### src/rtl/hook_sequencer.sv
// Hook launch/retract sequencer: swings at rest length, extends on fire, retracts with or
// without a grabbed object, and pulses delivered once a grabbed object reaches rest length.
module hook_sequencer #(
  parameter int unsigned MIN_LENGTH  = 20,
  parameter int unsigned MAX_LENGTH  = 400,
  parameter int unsigned EXTEND_STEP = 4
) (
  input  logic        clk,
  input  logic        resetN,
  input  logic        startOfFrame,
  input  logic        fire,
  input  logic        collision,
  input  logic [1:0]  objWeight,
  input  logic        edgeHit,
  output logic        swingEnable,
  output logic [10:0] length,
  output logic        grabbed,
  output logic        delivered,
  output logic [1:0]  deliveredWeight,
  output logic        busy
);

  localparam logic [11:0] MinLen = 12'(MIN_LENGTH);
  localparam logic [11:0] MaxLen = 12'(MAX_LENGTH);
  localparam logic [11:0] ExtStep = 12'(EXTEND_STEP);

  typedef enum logic [1:0] {StSwing, StExtend, StRetract, StDeliver} state_e;

  state_e      state_q, state_d;
  logic [10:0] length_q, length_d;
  logic        grabbed_q, grabbed_d;
  logic        delivered_q, delivered_d;
  logic [1:0]  dweight_q, dweight_d;
  logic [1:0]  weight_q, weight_d;
  logic        launch_q, launch_d;
  logic        hit_q, hit_d;
  logic        fire_q;

  logic        fire_rise;
  logic [11:0] ext_sum;
  logic [11:0] ret_step;
  logic [11:0] ret_next;

  assign fire_rise = fire & ~fire_q;
  assign ext_sum   = {1'b0, length_q} + ExtStep;
  // Heavier objects retract slower: weight 0..3 gives 4..1 pixels per frame.
  assign ret_step  = grabbed_q ? 12'(3'd4 - {1'b0, weight_q}) : 12'd6;
  assign ret_next  = ({1'b0, length_q} >= MinLen + ret_step) ? ({1'b0, length_q} - ret_step)
                                                              : MinLen;

  always_comb begin
    state_d     = state_q;
    length_d    = length_q;
    grabbed_d   = grabbed_q;
    delivered_d = 1'b0;
    dweight_d   = dweight_q;
    weight_d    = weight_q;
    launch_d    = 1'b0;
    hit_d       = hit_q;

    case (state_q)
      StSwing: begin
        length_d = MinLen[10:0];
        launch_d = launch_q | fire_rise;
        if (startOfFrame && launch_q) begin
          state_d  = StExtend;
          launch_d = 1'b0;
        end
      end
      StExtend: begin
        if (collision) begin
          hit_d = 1'b1;
          if (!hit_q) weight_d = objWeight;
        end
        if (startOfFrame) begin
          if (hit_q) begin
            state_d   = StRetract;
            grabbed_d = 1'b1;
            hit_d     = 1'b0;
          end else if (edgeHit || ({1'b0, length_q} == MaxLen)) begin
            state_d = StRetract;
            hit_d   = 1'b0;
          end else begin
            length_d = (ext_sum >= MaxLen) ? MaxLen[10:0] : ext_sum[10:0];
          end
        end
      end
      StRetract: begin
        if (startOfFrame) begin
          length_d = ret_next[10:0];
          if (ret_next == MinLen) state_d = grabbed_q ? StDeliver : StSwing;
        end
      end
      StDeliver: begin
        if (startOfFrame) begin
          delivered_d = 1'b1;
          dweight_d   = weight_q;
          grabbed_d   = 1'b0;
          state_d     = StSwing;
        end
      end
      default: state_d = StSwing;
    endcase
  end

  always_ff @(posedge clk or negedge resetN) begin
    if (!resetN) begin
      state_q     <= StSwing;
      length_q    <= MinLen[10:0];
      grabbed_q   <= 1'b0;
      delivered_q <= 1'b0;
      dweight_q   <= 2'd0;
      weight_q    <= 2'd0;
      launch_q    <= 1'b0;
      hit_q       <= 1'b0;
      fire_q      <= 1'b0;
    end else begin
      state_q     <= state_d;
      length_q    <= length_d;
      grabbed_q   <= grabbed_d;
      delivered_q <= delivered_d;
      dweight_q   <= dweight_d;
      weight_q    <= weight_d;
      launch_q    <= launch_d;
      hit_q       <= hit_d;
      fire_q      <= fire;
    end
  end

  assign swingEnable     = (state_q == StSwing);
  assign busy            = ~swingEnable;
  assign length          = length_q;
  assign grabbed         = grabbed_q;
  assign delivered       = delivered_q;
  assign deliveredWeight = dweight_q;

endmodule

### config.mk
export PLATFORM = sky130hd
export DESIGN_NAME = hook_sequencer
export DESIGN_NICKNAME = d
export VERILOG_FILES = /design/src/rtl/hook_sequencer.sv
export SDC_FILE = /design/constraint.sdc
export NUM_CORES = 1
export LEC_CHECK = 0
export CAP_MARGIN = 10
export CORE_UTILIZATION = 57
export DETAILED_ROUTE_END_ITERATION = 12
export GPL_TIMING_DRIVEN = 1
export PLACE_DENSITY = 0.89
export SYNTH_ARGS = -nofsm -noshare
export SYNTH_HDL_FRONTEND = slang
export SYNTH_SLANG_ARGS = --single-unit
### constraint.sdc
create_clock -name clk -period 5.75 [get_ports clk]
set_input_delay 1.15 -clock clk [delete_from_list [all_inputs] [get_ports clk]]
set_output_delay 1.15 -clock clk [all_outputs]
set_load 0.005 [all_outputs]
Word-level counts from Yosys, hierarchy flattened
Index checks and enable logic that the tools add are counted.
Storage, ports and cells
  logic and storage cells: 73
  register bits: 22
  RAM bits: 0
  output and inout bits: 17
  latch bits: 0
  memory bits (read-only): 0
  memories: 0
  input bits: 8
Operators by class
  equal/unequal tests: 14
  reduce and logical (&&, ||, !) cells: 10
  add/subtract/negate cells: 4
  shift-type cells: 0
  divide/modulo/power cells: 0
  mux-type cells: 29
  order comparisons: 2
  multiply operators: 0
  bitwise operators: 5
Operators by type and width (number)
  2-to-1 mux 11 bit: 5
  one-hot mux 11 bit (3 select lines): 1
  2-to-1 mux 12 bit: 2
  2-to-1 mux 2 bit: 8
  inequality test 2 bit, second input constant: 7
  adder 11 x 3 -> 12 bit, second input constant: 1
  adder 5 x 12 -> 12 bit, first input constant: 1
  == test 12 x 5 -> 1 bit, second input constant: 1
  greater-or-equal comparator 11 x 12 -> 1 bit: 1
  greater-or-equal comparator 12 x 9 -> 1 bit, second input constant: 1
  subtractor 11 x 12 -> 12 bit: 1
  == test 11 x 9 -> 1 bit, second input constant: 1
  2-to-1 mux 1 bit: 11
  one-hot mux 2 bit (4 select lines): 1
  AND reduction 6 bit: 1
  AND reduction 5 bit: 1
  == test 2 bit, second input constant: 2
  AND reduction 4 bit: 1
  subtractor 3 x 2 -> 4 bit, first input constant: 1
  inequality test 3 bit, second input constant: 1
  NOT 1 bit: 3
  AND reduction 3 bit: 1
  nonzero test 3 bit: 1
  == test 2 x 1 -> 1 bit, second input constant: 1
  other kinds (9): 9

Longest topological paths before layout
Gate-level depths: netlist of run 1.
  depth after elaboration: 9
  mapped depth: 12
  depth with buffers taken out: 11

Least setup slack after synthesis of run 1
OpenSTA, ideal clock, no wires.
  path type: input-to-reg
  start: input edgeHit
  end: register length_q[0], in the netlist length[0]
  setup time: 125 ps
  path slack: 3263 ps
  cell stages on the path: 6
  arrival time: 2362 ps
  cells stage by stage: or2_2 a31oi_4 a21oi_2 buf_6 a31oi_4 mux2_4
Between the ends
  longest elaborated chain between the ends: 3
Ends and longest elaborated chain
  start: declaration: line 14  | input logic edgeHit,
  logical OR 1 bit: line 80  | end else if (edgeHit || ({1'b0, length_q} == MaxLen)) begin
  inequality test 2 bit (no line)
  AND reduction 5 bit (no line)
  end signal: assignment: line 109  | length_q <= MinLen[10:0];
  end signal: assignment: line 119  | length_q <= length_d;
  end: declaration: line 30  | logic [10:0] length_q, length_d;
Every way passes these cells.
A chain may end at the register's enable or synchronous reset.

Worst setup path after layout of run 1
  start: register state_q[0]
  end: output busy
Between the ends
  longest elaborated chain between the ends: 2
Ends and longest elaborated chain
  start: declaration: line 29  | state_e state_q, state_d;
  start signal: assignment: line 108  | state_q <= StSwing;
  start signal: assignment: line 118  | state_q <= state_d;
  logical NOT 2 bit: line 130  | assign swingEnable = (state_q == StSwing);
  NOT 1 bit: line 131  | assign busy = ~swingEnable;
  end: declaration: line 20  | output logic busy
Every way passes these cells.

==> impl_metrics.csv, run 1 <==
group,metric,value,unit
status,status,"finished clean",
pwr,ir_worst_vdd,0.000335,V
clocking,numCtsBuffers,3,
drt,viasPerCell,6.25,
timing,finClkSkew,0.00261,ns
setup_path,max_stage_delay,0.51,ns
placed_design,dp_slack,2.64,ns
setup_path,critPathLaunchType,"flip-flop",
timing,fmax,347,MHz
pwr,pwr-share-seq,26.5,%
setup_path,crit_chain,"inv_1 > ha_1 > inv_1 > clkdlybuf4s50_1",
synth,yosys-top-cells-area,"dfrtp_1, ha_1, inv_1",
setup_path,slowest_stage,"clkdlybuf4s50_1",
clocking,cts_setup_buffers,0,
synth,async_reset_ff_share,100,%
floorplan,start_util,61.5,%
floorplan,fp.dieW,59.9,um
timing,fin_ws,2.87,ns
timing,drv_slew,0,
drt,drt_drc_violations_left,0,
clocking,clockRootBuffer,"clkbuf_4",
timing,worstMarginPinSlew,1.03,ns
drt,drt-initial-drc-count,107,
setup_path,cp_data_arrival_time,1.73,ns
cells_and_area,syn_to_final_growth,13.0,%
timing,finalHoldViolations,0,
drt,wl_per_cell,16.7,um
synth,ys_seq_elements,22,
synth,synth_top_area_share,26.2,%
floorplan,dieArea,3580,um2
grt,antenna_found_initial,0,
cells_and_area,finalCoreUtilization,69.5,%
clocking,htreeDepth,1,
timing,setup_tns,0,ns
drt,num_vias,1706,
synth,ys_seq_area_share,29.0,%
clocking,cts_hold_buffers,0,
cells_and_area,drive_gt1_share,12.7,%
setup_path,reg2regPathDepth,10,
floorplan,core,3100,um2
synth,synth_ff_type,"dfrtp_1",
drt,antenna_left,0,
setup_path,crit_end,"busy",
clocking,clock_latency,0.32,ns
pwr,cellPowerDensity,537,nW/um2
setup_path,worstPathMaxFanout,4,
synth,synth_edf_count,0,
setup_path,cp.depth,4,
min_path,hold_path_class,"reg2reg",
timing,period_share,50.2,%
cells_and_area,diodes,0,
placed_design,port_buffers,24,
pwr,intPower,587,uW
cells_and_area,nNetsFinal,251,
setup_path,cp-startpoint,"state_q[0]$_DFFE_PN0P_",
setup_path,cp_data_required_time,4.60,ns
setup_path,r2r_slack,2.90,ns
drt,drtPass1Iterations,4,
pwr,power.share.clock,7.8,%
placed_design,place.gp.congestion,0.940,
synth,avgSynthCellArea,9.00,um2
setup_path,crit_top_cell,"inv_1",
drt,routed_wl,4550,um
clocking,cts_sinks,22,
floorplan,pin_count,25,
floorplan,row_count,20,
clocking,ctsResizeCount,0,
setup_path,critPathBufInv,3,
synth,synthesis.nets,233,
grt,grt_max_degree,23,
pwr,leakagePower,0.876,nW
synth,yosys_warnings,0,
synth,synthCells,212,
setup_path,worstSetupEndpointType,"output port",
clocking,tritoncts,"done",
clocking,clkTransAtPathRegs,0.13,ns
timing,slew-limit-headroom,31.1,%
synth,ys_types,60,
flow_run,maxCapViolCount,0,
timing,rsz0062_at_grt,"false",
placed_design,hpwl,3330,um
grt,grt.overflow.total,0,
grt,grtUsageTotal,28.4,%
floorplan,die_y,59.9,um
pwr,swShare,49.3,%
synth,syn_area,1910,um2
setup_path,r2r_start,"weight_q[0]$_DFFE_PN0P_",
synth,yosys.area.top_type,"dfrtp_1",
timing,setup_viol,0,
pwr,power_switching,571,uW
clocking,clockBufferDepth,2,
grt,grt_pass1_vias,1645,
setup_path,worstReg2RegEnd,"length[8]$_DFFE_PN0P_",
setup_path,path_delay_family,"buffers and inverters",
pwr,power_frac_comb,65.7,%
timing,period_minus_slack,2.88,ns
grt,grt_pass1_wl,7600,um
setup_path,crit_type,"reg2out",
-- tightest hold or removal path, cell delays in order (launching register included) --
cell and delay, ns:
dfrtp_1 0.37, nand2_1 0.05, o21ai_0 0.06
-- final cells by class --
cell class | instances | area (um2)
repair buffers | 24 | 240
flip-flops and latches | 22 | 553
fillers | 268 | 946
multi-input cells | 160 | 1200
clock buffers | 4 | 36.3
inverters | 19 | 71.3
well taps | 44 | 55.1
-- sequential cells by signal, indices dropped and copies added (netlist names) --
signal,flops
state_q,2
launch_q,1
grabbed,1
fire_q,1
length,11
hit_q,1
weight_q,2
deliveredWeight,2
delivered,1
-- layer usage --
metal	GRT usage, %	wire, um	up-vias
met3	3.90	326	14
met5	0	0	-
met4	12.0	131	0
met2	48.6	2270	92
met1	35.8	1830	798
li1	-	-	802
-- cells in the final DEF, fill, tap and decap left out, types with 4 or more instances in the layout --
cell,synthesis,final
o21ai_0,10,10
nand2b_1,4,4
nand4_1,4,4
dfrtp_1,20,20
nand2_1,17,17
nor4_1,6,6
nor2_1,15,15
a21oi_1,11,11
o21a_1,4,4
inv_1,19,19
ha_1,12,12
nand3_1,6,6
clkdlybuf4s50_1,0,24
o211ai_1,4,4
a31oi_1,6,6
mux2_2,4,4
-- worst min path at each step --
stage	start	endpoint	cells after the start
2_1_floorplan	deliveredWeight[0]$_DFFE_PN0P_	deliveredWeight[0]$_DFFE_PN0P_	2
3_3_place_gp	deliveredWeight[1]$_DFFE_PN0P_	deliveredWeight[1]$_DFFE_PN0P_	2
3_5_place_dp	deliveredWeight[1]$_DFFE_PN0P_	deliveredWeight[1]$_DFFE_PN0P_	2
4_1_cts	deliveredWeight[1]$_DFFE_PN0P_	deliveredWeight[1]$_DFFE_PN0P_	2
5_1_grt	deliveredWeight[0]$_DFFE_PN0P_	deliveredWeight[0]$_DFFE_PN0P_	2
6_report	deliveredWeight[1]$_DFFE_PN0P_	deliveredWeight[1]$_DFFE_PN0P_	2
-- cells in the mapped netlist (all sizes together), types with 3 or more instances --
cell	number
inv	19
buf	10
nor3	3
or2	3
a32oi	3
o21a	4
nor2	17
ha	12
a21oi	12
a31oi	8
mux2	6
nand3	7
a21o	3
o21ai	11
dfrtp	20
nor4	7
nand4	4
nand2b	4
o211ai	4
nand2	19
-- power by group through the flow --
stage	combinational, mW	clock [mW]	sequential (mW)
4_1_cts	0.754	0.0896	0.305
6_report	0.761	0.0902	0.307
3_5_place_dp	0.737	0	0.308
2_1_floorplan	0.607	0	0.256
3_3_place_gp	0.719	0	0.307
5_1_grt	0.840	0.0956	0.319
-- metrics by stage --
step / hold WS [ns] / power (mW) / cells / instance area [um2]
after floorplan: 0.473 / 0.862 / 212 / 1910
after global placement: 0.467 / 1.03 / 269 / 2120
after detailed placement: 0.486 / 1.05 / 269 / 2120
after CTS: 0.520 / 1.15 / 273 / 2160
after global routing: 0.550 / 1.25 / 273 / 2160
final: 0.508 / 1.16 / 273 / 2160
-- logic make-up (layout without fill, tap and decap cells) --
group | after synthesis | in the layout | share of synthesized area, %
and+or+nand+nor | 76 | 76 | 23.3
muxes | 8 | 8 | 4.98
AOI/OAI and AO/OA | 59 | 59 | 23.9
xor gates and xnor gates | 4 | 4 | 1.84
buffers and inverters | 30 | 47 | 8.07
adders and majority gates | 13 | 13 | 8.92
DFF | 22 | 22 | 29.0
Note: power is estimated with default switching activity, not from simulation.
==> run 2: changes to the inputs <==
--- a/config.mk
+++ b/config.mk
@@ -6,10 +6,10 @@
 export NUM_CORES = 1
 export LEC_CHECK = 0
 export CAP_MARGIN = 10
-export CORE_UTILIZATION = 57
+export CORE_UTILIZATION = 50
 export DETAILED_ROUTE_END_ITERATION = 12
 export GPL_TIMING_DRIVEN = 1
-export PLACE_DENSITY = 0.89
+export PLACE_DENSITY = 0.83
 export SYNTH_ARGS = -nofsm -noshare
 export SYNTH_HDL_FRONTEND = slang
 export SYNTH_SLANG_ARGS = --single-unit
==> constraint.sdc (replaced) <==
create_clock -name clk -period 2.6 [get_ports clk]
set_input_delay 0.52 -clock clk [delete_from_list [all_inputs] [get_ports clk]]
set_output_delay 0.52 -clock clk [all_outputs]
set_load 0.005 [all_outputs]
==> run 2 against run 1 <==
Compared with the run above: hold slack got worse by 0.0091 ns; clock power increased to 3.6 times the previous value; count of clock-buffer cells in the layout decreased by 1; critical path depth increased by 7; worst setup slack got worse by 2.8 ns; register-to-register slack got worse by 2.8 ns; highest routed layer unchanged.
==> impl_metrics.csv, run 2 (synthesis results as in run 1) <==
group,metric,value,unit
timing,rsz0062_at_grt,"true",
drt,drtPass1Iterations,4,
cells_and_area,finalCoreUtilization,66.1,%
grt,gr-usage-met2,42.7,%
status,status,"finished clean",
timing,finalHoldViolations,0,
timing,period_minus_slack,2.55,ns
clocking,numCtsBuffers,3,
pwr,intPower,1.72,mW
drt,viasPerCell,6.06,
cells_and_area,drive_gt1_share,23.3,%
floorplan,row_count,22,
setup_path,cp_data_required_time,2.79,ns
timing,finClkSkew,0.00462,ns
grt,grtUsageTotal,25.7,%
setup_path,cp_data_arrival_time,2.74,ns
timing,setup_viol,0,
setup_path,r2r_slack,0.05,ns
clocking,cts_hold_buffers,0,
pwr,swShare,45.7,%
floorplan,die_y,63.8,um
setup_path,slowest_stage,"dfrtp_1",
setup_path,crit_top_cell,"a31oi_1",
pwr,finalPower,3.17,mW
placed_design,port_buffers,24,
floorplan,start_util,52.1,%
cells_and_area,stdcell_count,297,
drt,drt_drc_violations_left,0,
cells_and_area,layout_commonest_cell,"clkdlybuf4s50_1",
grt,antenna_found_initial,0,
timing,period_share,98.0,%
grt,use_met3,3.39,%
floorplan,pin_count,25,
grt,grt_pass1_vias,1795,
timing,slew-limit-headroom,59.7,%
setup_path,path_delay_family,"compound AO/OA/AOI/OAI gates",
grt,grt_busiest_layer,"met2",
setup_path,critPathLaunchType,"flip-flop",
grt,grt_pass1_wl,8160,um
pwr,power.share.clock,10.2,%
clocking,cts_sinks,22,
cells_and_area,syn_to_final_growth,26.8,%
floorplan,fp.dieW,63.8,um
floorplan,dieArea,4070,um2
clocking,htreeDepth,1,
setup_path,worstSetupEndpointType,"flip-flop",
placed_design,place.gp.congestion,0.942,
placed_design,hpwl,3630,um
setup_path,worstPathMaxFanout,3,
setup_path,r2r_start,"weight_q[0]$_DFFE_PN0P_",
setup_path,max_stage_delay,0.38,ns
min_path,hold_path_class,"reg2reg",
pwr,leakagePower,0.998,nW
drt,drt-initial-drc-count,163,
clocking,clock_latency,0.27,ns
cells_and_area,largest_reg_flops,11,
min_path,min_from,"deliveredWeight[1]$_DFFE_PN0P_",
cells_and_area,multi_input_area,1270,um2
pwr,power_frac_comb,69.7,%
placed_design,dpl_cell_area,2240,um2
grt,met1_usage,33.0,%
cells_and_area,final_cell_area,2420,um2
cells_and_area,nNetsFinal,271,
grt,grt_max_degree,23,
drt,num_vias,1800,
clocking,tritoncts,"done",
clocking,clockRootBuffer,"clkbuf_8",
setup_path,crit_chain,"inv_2 > ha_1 > nand2b_4 > fa_2 > nand2b_1 > a31oi_2 > buf_4 > o21ai_0 > a31oi_1 > nor2b_1 > a31oi_1",
setup_path,cp-startpoint,"weight_q[0]$_DFFE_PN0P_",
pwr,power_switching,1.45,mW
drt,wl_per_cell,17.3,um
floorplan,core,3660,um2
drt,antenna_left,0,
cells_and_area,register_area,553,um2
setup_path,critPathBufInv,2,
cells_and_area,diodes,0,
pwr,cellPowerDensity,1310,nW/um2
cells_and_area,layout_common_cells,"clkdlybuf4s50_1, dfrtp_1, buf_4",
flow_run,maxCapViolCount,0,
timing,fmax,392,MHz
timing,worstMarginPinSlew,0.604,ns
cells_and_area,nFillCells,305,
pwr,pwr-share-seq,20.1,%
grt,grt.overflow.total,0,
pwr,ir_worst_vdd,0.000871,V
placed_design,placed_cells,288,
clocking,clkTransAtPathRegs,0.08,ns
setup_path,crit_type,"reg2reg",
timing,drv_slew,0,
drt,routed_wl,5140,um
clocking,clockBufferDepth,2,
==> run 2: changes by cell type in the layout (fill, tap and decap cells not counted), moves of 2 or more <==
| cell | before | now |
|---|---|---|
| buf_4 | 0 | 19 |
| clkbuf_4 | 3 | 0 |
| clkbuf_8 | 1 | 3 |
| ha_1 | 12 | 10 |
==> run 2: worst register-to-register path, delay by kind of cell, from the launching register on <==
| kind | cells | cell delay (ns) |
|---|---|---|
| compound gates | 4 | 0.81 |
| fa+ha+maj | 2 | 0.62 |
| simple gates | 3 | 0.43 |
| flops | 1 | 0.38 |
| buf+inv | 2 | 0.21 |
==> run 2: worst paths after layout <==
path,to,cells after the start
max,state_q[1]$_DFFE_PN0P_,11
max in group asynchronous,length[2]$_DFFE_PN1P_,2
min,deliveredWeight[1]$_DFFE_PN0P_,2
max reg2reg,state_q[1]$_DFFE_PN0P_,11
min in group asynchronous,weight_q[1]$_DFFE_PN0P_,2
min reg2reg,deliveredWeight[1]$_DFFE_PN0P_,2
==> run 2: power by group through the flow <==
stage	Combinational (mW)	Sequential [mW]	Clock, mW
6_report	2.21	0.638	0.324
5_1_grt	2.37	0.661	0.345
2_1_floorplan	1.34	0.565	0
3_5_place_dp	1.90	0.645	0
4_1_cts	1.94	0.638	0.326
3_3_place_gp	1.85	0.640	0
==> run 2: per-layer routing <==
layer | part of all wire (%) | routed length [um]
met1 | 42 | 2140
met2 | 50 | 2560
met3 | 5.7 | 293
met4 | 2.8 | 146
met5 | 0 | 0
==> run 2: what timing repair did <==
item                                    4_1_cts  5_1_grt
resized for setup                             1       12
pin swaps                                     2        6
buffers inserted                              0        5
endpoints found under the setup margin        4        8
==> run 2: final cells by class <==
cell class | count | area share, %
well taps | 48 | 2.48
clock buffers | 3 | 1.71
repair buffers | 44 | 16.3
flip-flops and latches | 22 | 22.9
inverters | 19 | 2.95
clock inverters | 1 | 1.24
multi-input cells | 160 | 52.5
==> run 2: per-stage QoR <==
step,worst slack (ns),TNS (ns),hold slack (ns)
finish,0.0510,0,0.499
global placement,0.0923,0,0.467
detailed placement,-0.0165,-0.0165,0.481
CTS,0.00240,0,0.499
floorplan,0.152,0,0.224
global route,-0.0573,-0.202,0.536
==> run 3: changes to the inputs <==
--- a/config.mk
+++ b/config.mk
@@ -6,10 +6,10 @@
 export NUM_CORES = 1
 export LEC_CHECK = 0
 export CAP_MARGIN = 10
-export CORE_UTILIZATION = 50
+export CORE_UTILIZATION = 42
 export DETAILED_ROUTE_END_ITERATION = 12
 export GPL_TIMING_DRIVEN = 1
-export PLACE_DENSITY = 0.83
+export PLACE_DENSITY = 0.73
 export SYNTH_ARGS = -nofsm -noshare
 export SYNTH_HDL_FRONTEND = slang
 export SYNTH_SLANG_ARGS = --single-unit
==> run 3 against run 2 <==
Compared with the run above: critical path depth unchanged; utilization down 9.5 points; register-to-register slack better by 0.08 ns; first-iteration DRC count down 13%; die area up 18%; global-route usage down 5.1 points; count of clock-buffer cells in the layout unchanged.
==> impl_metrics.csv, run 3 (synthesis results as in run 1) <==
group,metric,value,unit
timing,fin_ws,0.131,ns
timing,worstMarginPinSlew,0.744,ns
timing,period_share,95.0,%
floorplan,start_util,43.8,%
grt,grt_pass1_wl,8100,um
timing,period_minus_slack,2.47,ns
floorplan,dieArea,4820,um2
setup_path,worstPathMaxFanout,6,
drt,routed_wl,4760,um
floorplan,row_count,24,
floorplan,fp.dieW,69.4,um
setup_path,reg2regPathDepth,11,
timing,fmax,405,MHz
floorplan,core,4350,um2
timing,slew-limit-headroom,50.4,%
setup_path,cp_data_required_time,2.79,ns
cells_and_area,syn_to_final_growth,29.0,%
clocking,clockBufferDepth,2,
cells_and_area,drive_gt1_share,24.3,%
timing,setup_tns,0,ns
grt,grt_pass1_vias,1673,
floorplan,pin_count,25,
pwr,leakagePower,1.02,nW
status,status,"finished clean",
setup_path,slowest_stage,"or4_1",
grt,grtUsageTotal,20.6,%
placed_design,place.gp.congestion,0.887,
timing,finClkSkew,0.00562,ns
drt,num_vias,1756,
clocking,clock_latency,0.27,ns
cells_and_area,nNetsFinal,273,
setup_path,worstSetupEndpointType,"flip-flop",
pwr,ir_worst_vdd,0.000630,V
drt,drt-initial-drc-count,142,
grt,grt_max_degree,23,
flow_run,maxCapViolCount,0,
drt,drtPass1Iterations,4,
drt,antenna_left,0,
clocking,clkTransAtPathRegs,0.09,ns
clocking,cts_sinks,22,
grt,grt.overflow.total,0,
cells_and_area,largest_reg_flops,11,
clocking,clockRootBuffer,"clkbuf_8",
placed_design,dp_slack,-0.0999,ns
placed_design,port_buffers,24,
clocking,cts_hold_buffers,0,
setup_path,r2r_slack,0.13,ns
timing,setup_viol,0,
cells_and_area,diodes,0,
timing,finalHoldViolations,0,
floorplan,die_y,69.4,um
clocking,htreeDepth,1,
setup_path,max_stage_delay,0.51,ns
clocking,numCtsBuffers,3,
setup_path,crit_chain,"inv_1 > ha_1 > nand2b_4 > inv_1 > ha_2 > or4_1 > a21o_1 > o211ai_1 > a31oi_1 > nor2b_1 > mux2i_1",
cells_and_area,layout_common_cells,"clkdlybuf4s50_1, buf_4, dfrtp_1",
drt,drt_drc_violations_left,0,
setup_path,cp_data_arrival_time,2.66,ns
timing,drv_slew,0,
drt,wl_per_cell,15.7,um
min_path,min_path_cells,2,
clocking,tritoncts,"done",
grt,antenna_found_initial,0,
drt,viasPerCell,5.80,
placed_design,hpwl,3530,um
setup_path,crit_top_cell,"inv_1",
cells_and_area,layout_commonest_cell,"clkdlybuf4s50_1",
pwr,cellPowerDensity,1330,nW/um2
setup_path,crit_type,"reg2reg",
setup_path,critPathLaunchType,"flip-flop",
min_path,hold_path_class,"reg2reg",
## run 3: stage by stage
| step | hold slack, ns | util, % | power (mW) | cell area (um2) | instances |
|---|---|---|---|---|---|
| floorplan | 0.224 | - | 1.91 | 1910 | 212 |
| global placement | 0.487 | 51.5 | 2.48 | 2240 | 292 |
| detailed placement | 0.486 | 51.5 | 2.52 | 2240 | 292 |
| CTS | 0.511 | 54.3 | 2.98 | 2360 | 299 |
| global route | 0.529 | 56.6 | 3.50 | 2460 | 303 |
| finish | 0.502 | 56.6 | 3.27 | 2460 | 303 |
## run 3: timing repair
item	CTS	global route
setup endpoints to repair	10	11
setup buffers	3	4
gates resized for setup	4	10
pin swaps	2	7
## run 3: final timing paths
kind                                                start                              to
max in group asynchronous                          resetN           length[4]$_DFFE_PN1P_
min                        deliveredWeight[1]$_DFFE_PN0P_  deliveredWeight[1]$_DFFE_PN0P_
max                               weight_q[0]$_DFFE_PN0P_          state_q[0]$_DFFE_PN0P_
max reg2reg                       weight_q[0]$_DFFE_PN0P_          state_q[0]$_DFFE_PN0P_
min reg2reg                deliveredWeight[1]$_DFFE_PN0P_  deliveredWeight[1]$_DFFE_PN0P_
min in group asynchronous                          resetN             delivered$_DFF_PN0_
## run 3: routing by layer
metal	global-route usage [%]	routed length (um)
met5	0	0
met4	4.99	59
met3	1.89	246
met1	29.4	2160
met2	33.7	2300
## run 3: power breakdown
| part | total, mW | internal [mW] | switching [mW] | leakage (nW) |
|---|---|---|---|---|
| combinational | 2.30 | 1.16 | 1.14 | 0.707 |
| clock | 0.323 | 0.206 | 0.117 | 0.0357 |
| sequential | 0.638 | 0.467 | 0.171 | 0.281 |
## run 3: cell type report
type                            instances  area [um2]
Timing Repair Buffer                   46         418
Clock inverter                          1        30.0
Fill cell                             396        1890
Clock buffer                            3        41.3
Sequential cell                        22         553
Inverter                               19        71.3
Multi-Input combinational cell        160        1280
Tap cell                               52        65.1
## run 3: worst max-delay path: cells and delay by family, from the launching register on
| family | cells | cell delay (ns) |
|---|---|---|
| multiplexers | 1 | 0.20 |
| AND/OR/NAND/NOR | 3 | 0.87 |
| flip-flops | 1 | 0.39 |
| buffers and inverters | 2 | 0.14 |
| AO/OA/AOI/OAI | 3 | 0.43 |
| adder cells (fa/ha/maj) | 2 | 0.36 |
